===== src/rtl/div_seq_if.sv =====
// Bundles the request, divider-side and result channels of div_seq; slave is the sequencer's view.
interface div_seq_if #(
   parameter int DW = 32
);
   logic          s_valid_i;
   logic          s_ready_o;
   logic [DW-1:0] s_a_i;
   logic [DW-1:0] s_b_i;

   logic          div_start_o;
   logic [DW-1:0] div_a_o;
   logic [DW-1:0] div_b_o;
   logic          div_ready_i;
   logic [DW-1:0] div_quotient_i;
   logic [DW-1:0] div_remainder_i;

   logic          m_valid_o;
   logic          m_ready_i;
   logic [DW-1:0] m_quotient_o;
   logic [DW-1:0] m_remainder_o;
   logic          m_dz_o;
   logic          busy_o;

   modport slave (
      input  s_valid_i, s_a_i, s_b_i, div_ready_i, div_quotient_i, div_remainder_i, m_ready_i,
      output s_ready_o, div_start_o, div_a_o, div_b_o, m_valid_o, m_quotient_o, m_remainder_o,
             m_dz_o, busy_o
   );

   modport master (
      output s_valid_i, s_a_i, s_b_i, div_ready_i, div_quotient_i, div_remainder_i, m_ready_i,
      input  s_ready_o, div_start_o, div_a_o, div_b_o, m_valid_o, m_quotient_o, m_remainder_o,
             m_dz_o, busy_o
   );
endinterface


===== src/rtl/div_seq.sv =====
// One-at-a-time sequencer around a fixed-latency pipelined divider; result held until m_ready_i.
// Define DIV_SEQ_ZERO_CHECK_EN to short-circuit b==0 to a flagged result without using the divider.
module div_seq #(
   parameter int DW      = 32,
   parameter int DIV_LAT = 32
) (
   input  logic        clk_i,
   input  logic        rst_i,
   div_seq_if.slave    io
);

   if (DIV_LAT < 1 || DIV_LAT > 255) begin : g_lat_check
      $error("div_seq: DIV_LAT must be within 1..255");
   end

   localparam logic [7:0] LAT_M1 = 8'(DIV_LAT - 1);

   typedef enum logic [1:0] {IDLE, ISSUE, WAIT, HOLD} state_t;

   state_t        state;
   logic [7:0]    cnt;
   logic [DW-1:0] a_q;
   logic [DW-1:0] b_q;
   logic [DW-1:0] q_q;
   logic [DW-1:0] r_q;
   logic          m_valid_q;
   logic          start_q;
   logic          busy_q;
   logic          s_ready_q;
`ifdef DIV_SEQ_ZERO_CHECK_EN
   logic          dz_q;
`endif

   always_ff @(posedge clk_i or posedge rst_i) begin
      if (rst_i) begin
         state     <= IDLE;
         cnt       <= '0;
         a_q       <= '0;
         b_q       <= '0;
         q_q       <= '0;
         r_q       <= '0;
         m_valid_q <= 1'b0;
         start_q   <= 1'b0;
         busy_q    <= 1'b0;
         s_ready_q <= 1'b1;
`ifdef DIV_SEQ_ZERO_CHECK_EN
         dz_q      <= 1'b0;
`endif
      end else begin
         case (state)
            IDLE: begin
               if (io.s_valid_i) begin
                  a_q       <= io.s_a_i;
                  b_q       <= io.s_b_i;
                  s_ready_q <= 1'b0;
                  busy_q    <= 1'b1;
`ifdef DIV_SEQ_ZERO_CHECK_EN
                  // Zero divisor never reaches the divider; answer is formed here.
                  if (io.s_b_i == '0) begin
                     q_q       <= '1;
                     r_q       <= io.s_a_i;
                     dz_q      <= 1'b1;
                     m_valid_q <= 1'b1;
                     state     <= HOLD;
                  end else begin
                     start_q <= 1'b1;
                     state   <= ISSUE;
                  end
`else
                  start_q <= 1'b1;
                  state   <= ISSUE;
`endif
               end
            end
            ISSUE: begin
               start_q <= 1'b0;
               cnt     <= LAT_M1;
               state   <= WAIT;
            end
            WAIT: begin
               if (cnt != 8'd0) begin
                  cnt <= cnt - 8'd1;
               end else if (io.div_ready_i) begin
                  q_q       <= io.div_quotient_i;
                  r_q       <= io.div_remainder_i;
                  m_valid_q <= 1'b1;
                  state     <= HOLD;
`ifdef DIV_SEQ_ZERO_CHECK_EN
                  dz_q      <= 1'b0;
`endif
               end
            end
            HOLD: begin
               if (io.m_ready_i) begin
                  m_valid_q <= 1'b0;
                  s_ready_q <= 1'b1;
                  busy_q    <= 1'b0;
                  state     <= IDLE;
               end
            end
            default: state <= IDLE;
         endcase
      end
   end

   assign io.s_ready_o     = s_ready_q;
   assign io.div_start_o   = start_q;
   assign io.div_a_o       = a_q;
   assign io.div_b_o       = b_q;
   assign io.m_valid_o     = m_valid_q;
   assign io.m_quotient_o  = q_q;
   assign io.m_remainder_o = r_q;
   assign io.busy_o        = busy_q;
`ifdef DIV_SEQ_ZERO_CHECK_EN
   assign io.m_dz_o        = dz_q;
`else
   assign io.m_dz_o        = 1'b0;
`endif

endmodule


===== src/flat_wrapper.sv =====
// flat-port wrapper written by rule: the top's interface ports become plain ports
module div_seq_flat 
#(
   parameter int DW      = 32,
   parameter int DIV_LAT = 32
)
  (clk_i, rst_i, io_s_valid_i, io_s_a_i, io_s_b_i, io_div_ready_i, io_div_quotient_i, io_div_remainder_i, io_m_ready_i, io_s_ready_o, io_div_start_o, io_div_a_o, io_div_b_o, io_m_valid_o, io_m_quotient_o, io_m_remainder_o, io_m_dz_o, io_busy_o);
  div_seq_if #(.DW(DW)) io_i ();
  input  logic clk_i;
  input  logic rst_i;
  input wire logic [$bits(io_i.s_valid_i)-1:0] io_s_valid_i;
  input wire logic [$bits(io_i.s_a_i)-1:0] io_s_a_i;
  input wire logic [$bits(io_i.s_b_i)-1:0] io_s_b_i;
  input wire logic [$bits(io_i.div_ready_i)-1:0] io_div_ready_i;
  input wire logic [$bits(io_i.div_quotient_i)-1:0] io_div_quotient_i;
  input wire logic [$bits(io_i.div_remainder_i)-1:0] io_div_remainder_i;
  input wire logic [$bits(io_i.m_ready_i)-1:0] io_m_ready_i;
  output wire logic [$bits(io_i.s_ready_o)-1:0] io_s_ready_o;
  output wire logic [$bits(io_i.div_start_o)-1:0] io_div_start_o;
  output wire logic [$bits(io_i.div_a_o)-1:0] io_div_a_o;
  output wire logic [$bits(io_i.div_b_o)-1:0] io_div_b_o;
  output wire logic [$bits(io_i.m_valid_o)-1:0] io_m_valid_o;
  output wire logic [$bits(io_i.m_quotient_o)-1:0] io_m_quotient_o;
  output wire logic [$bits(io_i.m_remainder_o)-1:0] io_m_remainder_o;
  output wire logic [$bits(io_i.m_dz_o)-1:0] io_m_dz_o;
  output wire logic [$bits(io_i.busy_o)-1:0] io_busy_o;
  assign io_i.s_valid_i = io_s_valid_i;
  assign io_i.s_a_i = io_s_a_i;
  assign io_i.s_b_i = io_s_b_i;
  assign io_i.div_ready_i = io_div_ready_i;
  assign io_i.div_quotient_i = io_div_quotient_i;
  assign io_i.div_remainder_i = io_div_remainder_i;
  assign io_i.m_ready_i = io_m_ready_i;
  assign io_s_ready_o = io_i.s_ready_o;
  assign io_div_start_o = io_i.div_start_o;
  assign io_div_a_o = io_i.div_a_o;
  assign io_div_b_o = io_i.div_b_o;
  assign io_m_valid_o = io_i.m_valid_o;
  assign io_m_quotient_o = io_i.m_quotient_o;
  assign io_m_remainder_o = io_i.m_remainder_o;
  assign io_m_dz_o = io_i.m_dz_o;
  assign io_busy_o = io_i.busy_o;
  div_seq #(.DW(DW), .DIV_LAT(DIV_LAT)) u_core (.clk_i(clk_i), .rst_i(rst_i), .io(io_i));
endmodule

===== config.mk =====
export PLATFORM = sky130hd
export DESIGN_NAME = div_seq_flat
export DESIGN_NICKNAME = d
export VERILOG_FILES = /design/src/rtl/div_seq_if.sv /design/src/rtl/div_seq.sv /design/src/flat_wrapper.sv
export SDC_FILE = /design/constraint.sdc
export NUM_CORES = 1
export LEC_CHECK = 0
export CORE_MARGIN = 2
export CORE_UTILIZATION = 35
export DETAILED_ROUTE_END_ITERATION = 10
export MAX_ROUTING_LAYER = met4
export PLACE_DENSITY = 0.73
export SYNTH_ARGS = -nofsm -noshare
export SYNTH_HDL_FRONTEND = slang
export SYNTH_SLANG_ARGS = --single-unit

===== constraint.sdc =====
create_clock -name clk_i -period 4.9 [get_ports clk_i]
set_clock_uncertainty 0.2 [all_clocks]
set_input_delay 0.98 -clock clk_i [delete_from_list [all_inputs] [get_ports clk_i]]
set_output_delay 0.98 -clock clk_i [all_outputs]
set_load 0.05 [all_outputs]

# ---- Word level (Yosys, flattened, before mapping)
# Index checks and enable logic that the tools add are counted.
dict set report totals {
  output_inout_bits 133
  ff_bits 142
  in_bits 133
}
dict set report classes {
  bitwise_logic 1
  n_addsub 1
  n_mux 17
  eq_ne 8
  n_reduce_logical 13
}
# operator count
set op_table {}
lappend op_table {{$pmux W8 S2} 1}
lappend op_table {{$mux W2} 4}
lappend op_table {{$mux W8} 1}
lappend op_table {{$ne A2 B2 Y1 const B} 4}
lappend op_table {{$pmux W1 S2} 4}
lappend op_table {{$pmux W2 S4} 1}
lappend op_table {{$reduce_and A4 Y1} 2}
lappend op_table {{$reduce_bool A2 Y1} 4}
lappend op_table {{$reduce_bool A8 Y1} 1}
lappend op_table {{$sub A8 B1 Y8 const B} 1}
lappend op_table {{$mux W1} 6}
lappend op_table {{$reduce_and A2 Y1} 3}
lappend op_table {{$reduce_and A3 Y1} 2}
lappend op_table {{$eq A2 B2 Y1 const B} 2}
lappend op_table {{$eq A2 B1 Y1 const B} 1}
lappend op_table {{$logic_not A2 Y1} 1}
lappend op_table {{$ne A2 B1 Y1 const B} 1}
lappend op_table {{$not A1 Y1} 1}

# ---- Longest topological paths before layout
dict set report logic_depth {
  depth_word 3
  mapped_depth 7
  ltp_nobuf 5
}

# ---- Worst setup path after synthesis
# No wires, ideal clock.
dict set report synth_timing {
  kind {register -> register}
  from {register u_core.cnt[0]}
  to {register u_core.r_q[19] (netlist: u_core.io.m_remainder_o[19])}
  path_stages_with_launch 8
  setup_ns 0.125
  arrival_ns 2.177
  path_slack_ns 2.398
  path_buffers 2
  t_required_ns 4.575
  path_cell_list {dfrtp_1 -> inv_1 -> ha_1 -> or4b_1 -> buf_2 -> nor3_4 -> buf_6 -> mux2_4}
}
dict set report synth_via {
  elab_chain_cells 3
}
# item line_no
set synth_rtl {}
lappend synth_rtl {{start, declared} div_seq.sv:21} ;# logic [7:0] cnt;
lappend synth_rtl {{start signal, assigned} div_seq.sv:82} ;# cnt <= cnt - 8'd1;
lappend synth_rtl {{$reduce_bool A8 Y1} div_seq.sv:81} ;# if (cnt != 8'd0) begin
lappend synth_rtl {{$not A1 Y1 (no source line)} n/a}
lappend synth_rtl {{$reduce_and A3 Y1 (no source line)} n/a}
lappend synth_rtl {{end signal, assigned} div_seq.sv:85} ;# r_q <= io.div_remainder_i;
lappend synth_rtl {{end, declared} div_seq.sv:25} ;# logic [DW-1:0] r_q;
# Every way passes these cells.
# A chain may end at the register's enable or synchronous reset.

# ---- Worst setup path in the final report
dict set report layout_timing {
  from {register u_core.cnt[0]}
  to {register u_core.q_q[30] (netlist: u_core.io.m_quotient_o[30])}
}
dict set report layout_via {
  elab_chain_cells 3
}
# item line_no
set layout_rtl {}
lappend layout_rtl {{$reduce_bool A8 Y1} div_seq.sv:81}
lappend layout_rtl {{$not A1 Y1 (no source line)} n/a}
lappend layout_rtl {{$reduce_and A3 Y1 (no source line)} n/a}
lappend layout_rtl {{end signal, assigned} div_seq.sv:84} ;# q_q <= io.div_quotient_i;
lappend layout_rtl {{end, declared} div_seq.sv:24} ;# logic [DW-1:0] q_q;
# Every way passes these cells.

==> qor.yml <==
status:
  status: "finished, final reports clean"
sta:
  max_freq_mhz: 327
  setup_viol: 0
  hold_viol_final: 0
  min_period_ns: 3.06
  max_slew.worst_pin.slew_ns: 0.974
  min_period_over_period_pct: 62.5
  slew_headroom_pct: 34.8
  tns_ns: 0
  setup_slack_ns: 1.84
  rsz0062_at_grt: "false"
  drv_slew: 0
cts:
  numClockSinks: 142
  cts_htree_levels: 4
  cts_setup_buffers: 0
  numCtsBuffers: 17
  cts_tree: "built"
  cts-hold-fix-buffers: 0
  root_buffer: "clkbuf_16"
  insertion_delay_ns: 0.41
  cts_max_path_buffers: 2
  clk_pin_slew_worst_paths_ns: 0.06
  ctsResizeCount: 0
detailed_routing:
  routed-wl-met2_um: 7730
  dr.pass1.iters: 4
  ant_nets: 0
  viasPerCell: 4.61
  dr.max_layer_used: "met4"
  wirelength_um: 14600
  drc: 0
  routed-via-count: 3991
  drtIter0Drc: 163
  drt-met1-wl_um: 5600
  wl_per_cell_um: 16.9
  wl_met3_um: 948
place:
  pre_cts_slack_ns: 1.47
  dp.cells: 835
  io_buffers: 264
  dpl_cell_area_um2: 8540
  gp_congestion: 0.770
  dp_hpwl_um: 10800
critical_path:
  critPathLaunchType: "flop"
  path_cells: "inv_1 > ha_1 > or4b_1 > nor3_4 > buf_4 > mux2_2"
  path_class: "flop to flop"
  arrival_ns: 3.16
  path_max_fanout: 64
  slowest_stage: "buf_4"
  endpoint_kind: "flop"
  crit_required_ns: 4.99
  slowest_delay_ns: 0.69
finish:
  diodes: 0
  final_layout_size_suffix_gt1_share_pct: 24.7
  stdcell_count: 865
  syn_to_final_growth_pct: 59.1
  num-nets-final: 778
  fill_cells: 1312
  fin_area_um2: 9060
logic_synthesis:
  synth.avg_cell_area_um2: 15.5
  synth_cells: 368
  yosys.cell_types.count: 40
  synth-warning-count: 0
  synth-async-reset-ratio_pct: 100
  synth_nets: 508
  synth_top_cell_by_area: "dfrtp_1"
  synth-seq-cells: 142
  syn-cell-area_um2: 5700
  synthFlopType: "dfrtp_1"
  yosysSeqAreaShare_pct: 62.4
  yosysMostFrequentCell: "dfrtp_1"
  synthTopCellsByCount: "dfrtp_1, mux2_2, mux2_4"
  synth-edff-count: 0
  synth_top_area_share_pct: 62.0
  synth.area.top_cells: "dfrtp_1, mux2_2, mux2_4"
global_route:
  grt_pass1_vias: 4505
  grt_pass1_wl_um: 23600
  grt_overflow: 0
  antenna_found_initial: 0
  grt_start_max_net_pins: 70
  grt_use_total_pct: 17.9
pwr:
  total_power_w: 0.00579
  ir_worst_vdd_uv: 443
  leakage_nw: 3.82
  powerDensity_nw_per_um2: 639
floorplan:
  dieArea_um2: 17300
  rows: 46
  start_util_pct: 35.9
  fp.dieH_um: 132
  ios: 266
  die_w_um: 132
  core_um2: 15900
min_path:
  hp-class: "flop to flop"
job:
  drv_cap: 0
## power breakdown
group	switching, W	internal, W	leakage [nW]
registers	0.000214	0.00156	1.72
clock network	0.000457	0.000678	0.248
logic	0.00179	0.00109	1.85
total	0.00247	0.00332	3.82
## registers in the layout (all words and copies together), names as in the netlist
signal                   flops
u_core.io.busy_o             1
u_core.cnt                   8
u_core.io.m_valid_o          1
u_core.io.div_b_o           32
u_core.io.s_ready_o          1
u_core.io.div_start_o        1
u_core.state                 2
u_core.io.div_a_o           32
u_core.io.m_remainder_o     32
u_core.io.m_quotient_o      32
## layout by cell type, fill, tap and decap left out, types with 5 or more instances in the layout
cell type / netlist / routed
clkbuf_16: 0 / 17
clkdlybuf4s50_1: 0 / 264
mux2_1: 5 / 5
nand2b_1: 5 / 5
inv_1: 7 / 6
ha_1: 7 / 7
mux2_2: 113 / 113
a21oi_1: 9 / 9
nand2_1: 9 / 8
dfrtp_1: 141 / 141
mux2_4: 10 / 10
## cell type report
cell class / instances / area (µm²) / area share [%]
well taps: 216 / 270 / 2.98
clock buffers: 24 / 482 / 5.32
multi-input cells: 202 / 2000 / 22.1
inverters: 7 / 30.0 / 0.331
flip-flops and latches: 142 / 3550 / 39.2
repair buffers: 268 / 2690 / 29.6
clock inverters: 6 / 37.5 / 0.414
## kinds of logic (layout without fill, tap and decap cells)
logic type / after synthesis / count (layout) / synth area share [%]
flops: 142 / 142 / 62.4
buf+inv: 24 / 305 / 2.46
mux: 132 / 132 / 26.7
simple gates: 35 / 35 / 3.67
compound gates: 27 / 27 / 3.19
fa+ha+maj: 7 / 7 / 1.54
other cells: 1 / 1 / 0.0658
## worst paths after layout
check                                            from                    endpoint  slack, ns  cells after the start
max                                     u_core.cnt[0]  u_core.io.m_quotient_o[30]       1.84                      6
min                        u_core.io.m_quotient_o[22]  u_core.io.m_quotient_o[22]       0.29                      1
max reg2reg                             u_core.cnt[0]  u_core.io.m_quotient_o[30]       1.84                      6
min reg2reg                u_core.io.m_quotient_o[22]  u_core.io.m_quotient_o[22]       0.29                      1
max in group asynchronous                       rst_i         u_core.io.s_ready_o       2.68                      3
min in group asynchronous                       rst_i       u_core.io.div_b_o[17]       0.84                      2
## critical path: cells and delay by family (launching register included)
kind,cells,cell delay [ns]
buffers and inverters,2,0.81
muxes,1,0.42
adders and majority gates,1,0.18
DFF,1,0.39
and+or+nand+nor,2,0.89
## routing by layer
metal | GRT usage [%] | vias to the layer above
li1 | - | 1840
met1 | 19.4 | 1985
met2 | 30.2 | 142
met3 | 6.10 | 24
met4 | 7.19 | 0
met5 | - | -
## stage by stage
stage	util (%)	hold WS, ns
finish	57.0	0.288
CTS	57.0	0.291
global route	57.0	0.311
detailed placement	53.8	0.278
global placement	53.8	0.270
floorplan	-	0.275
No activity file was read; power rests on OpenSTA's default activity.
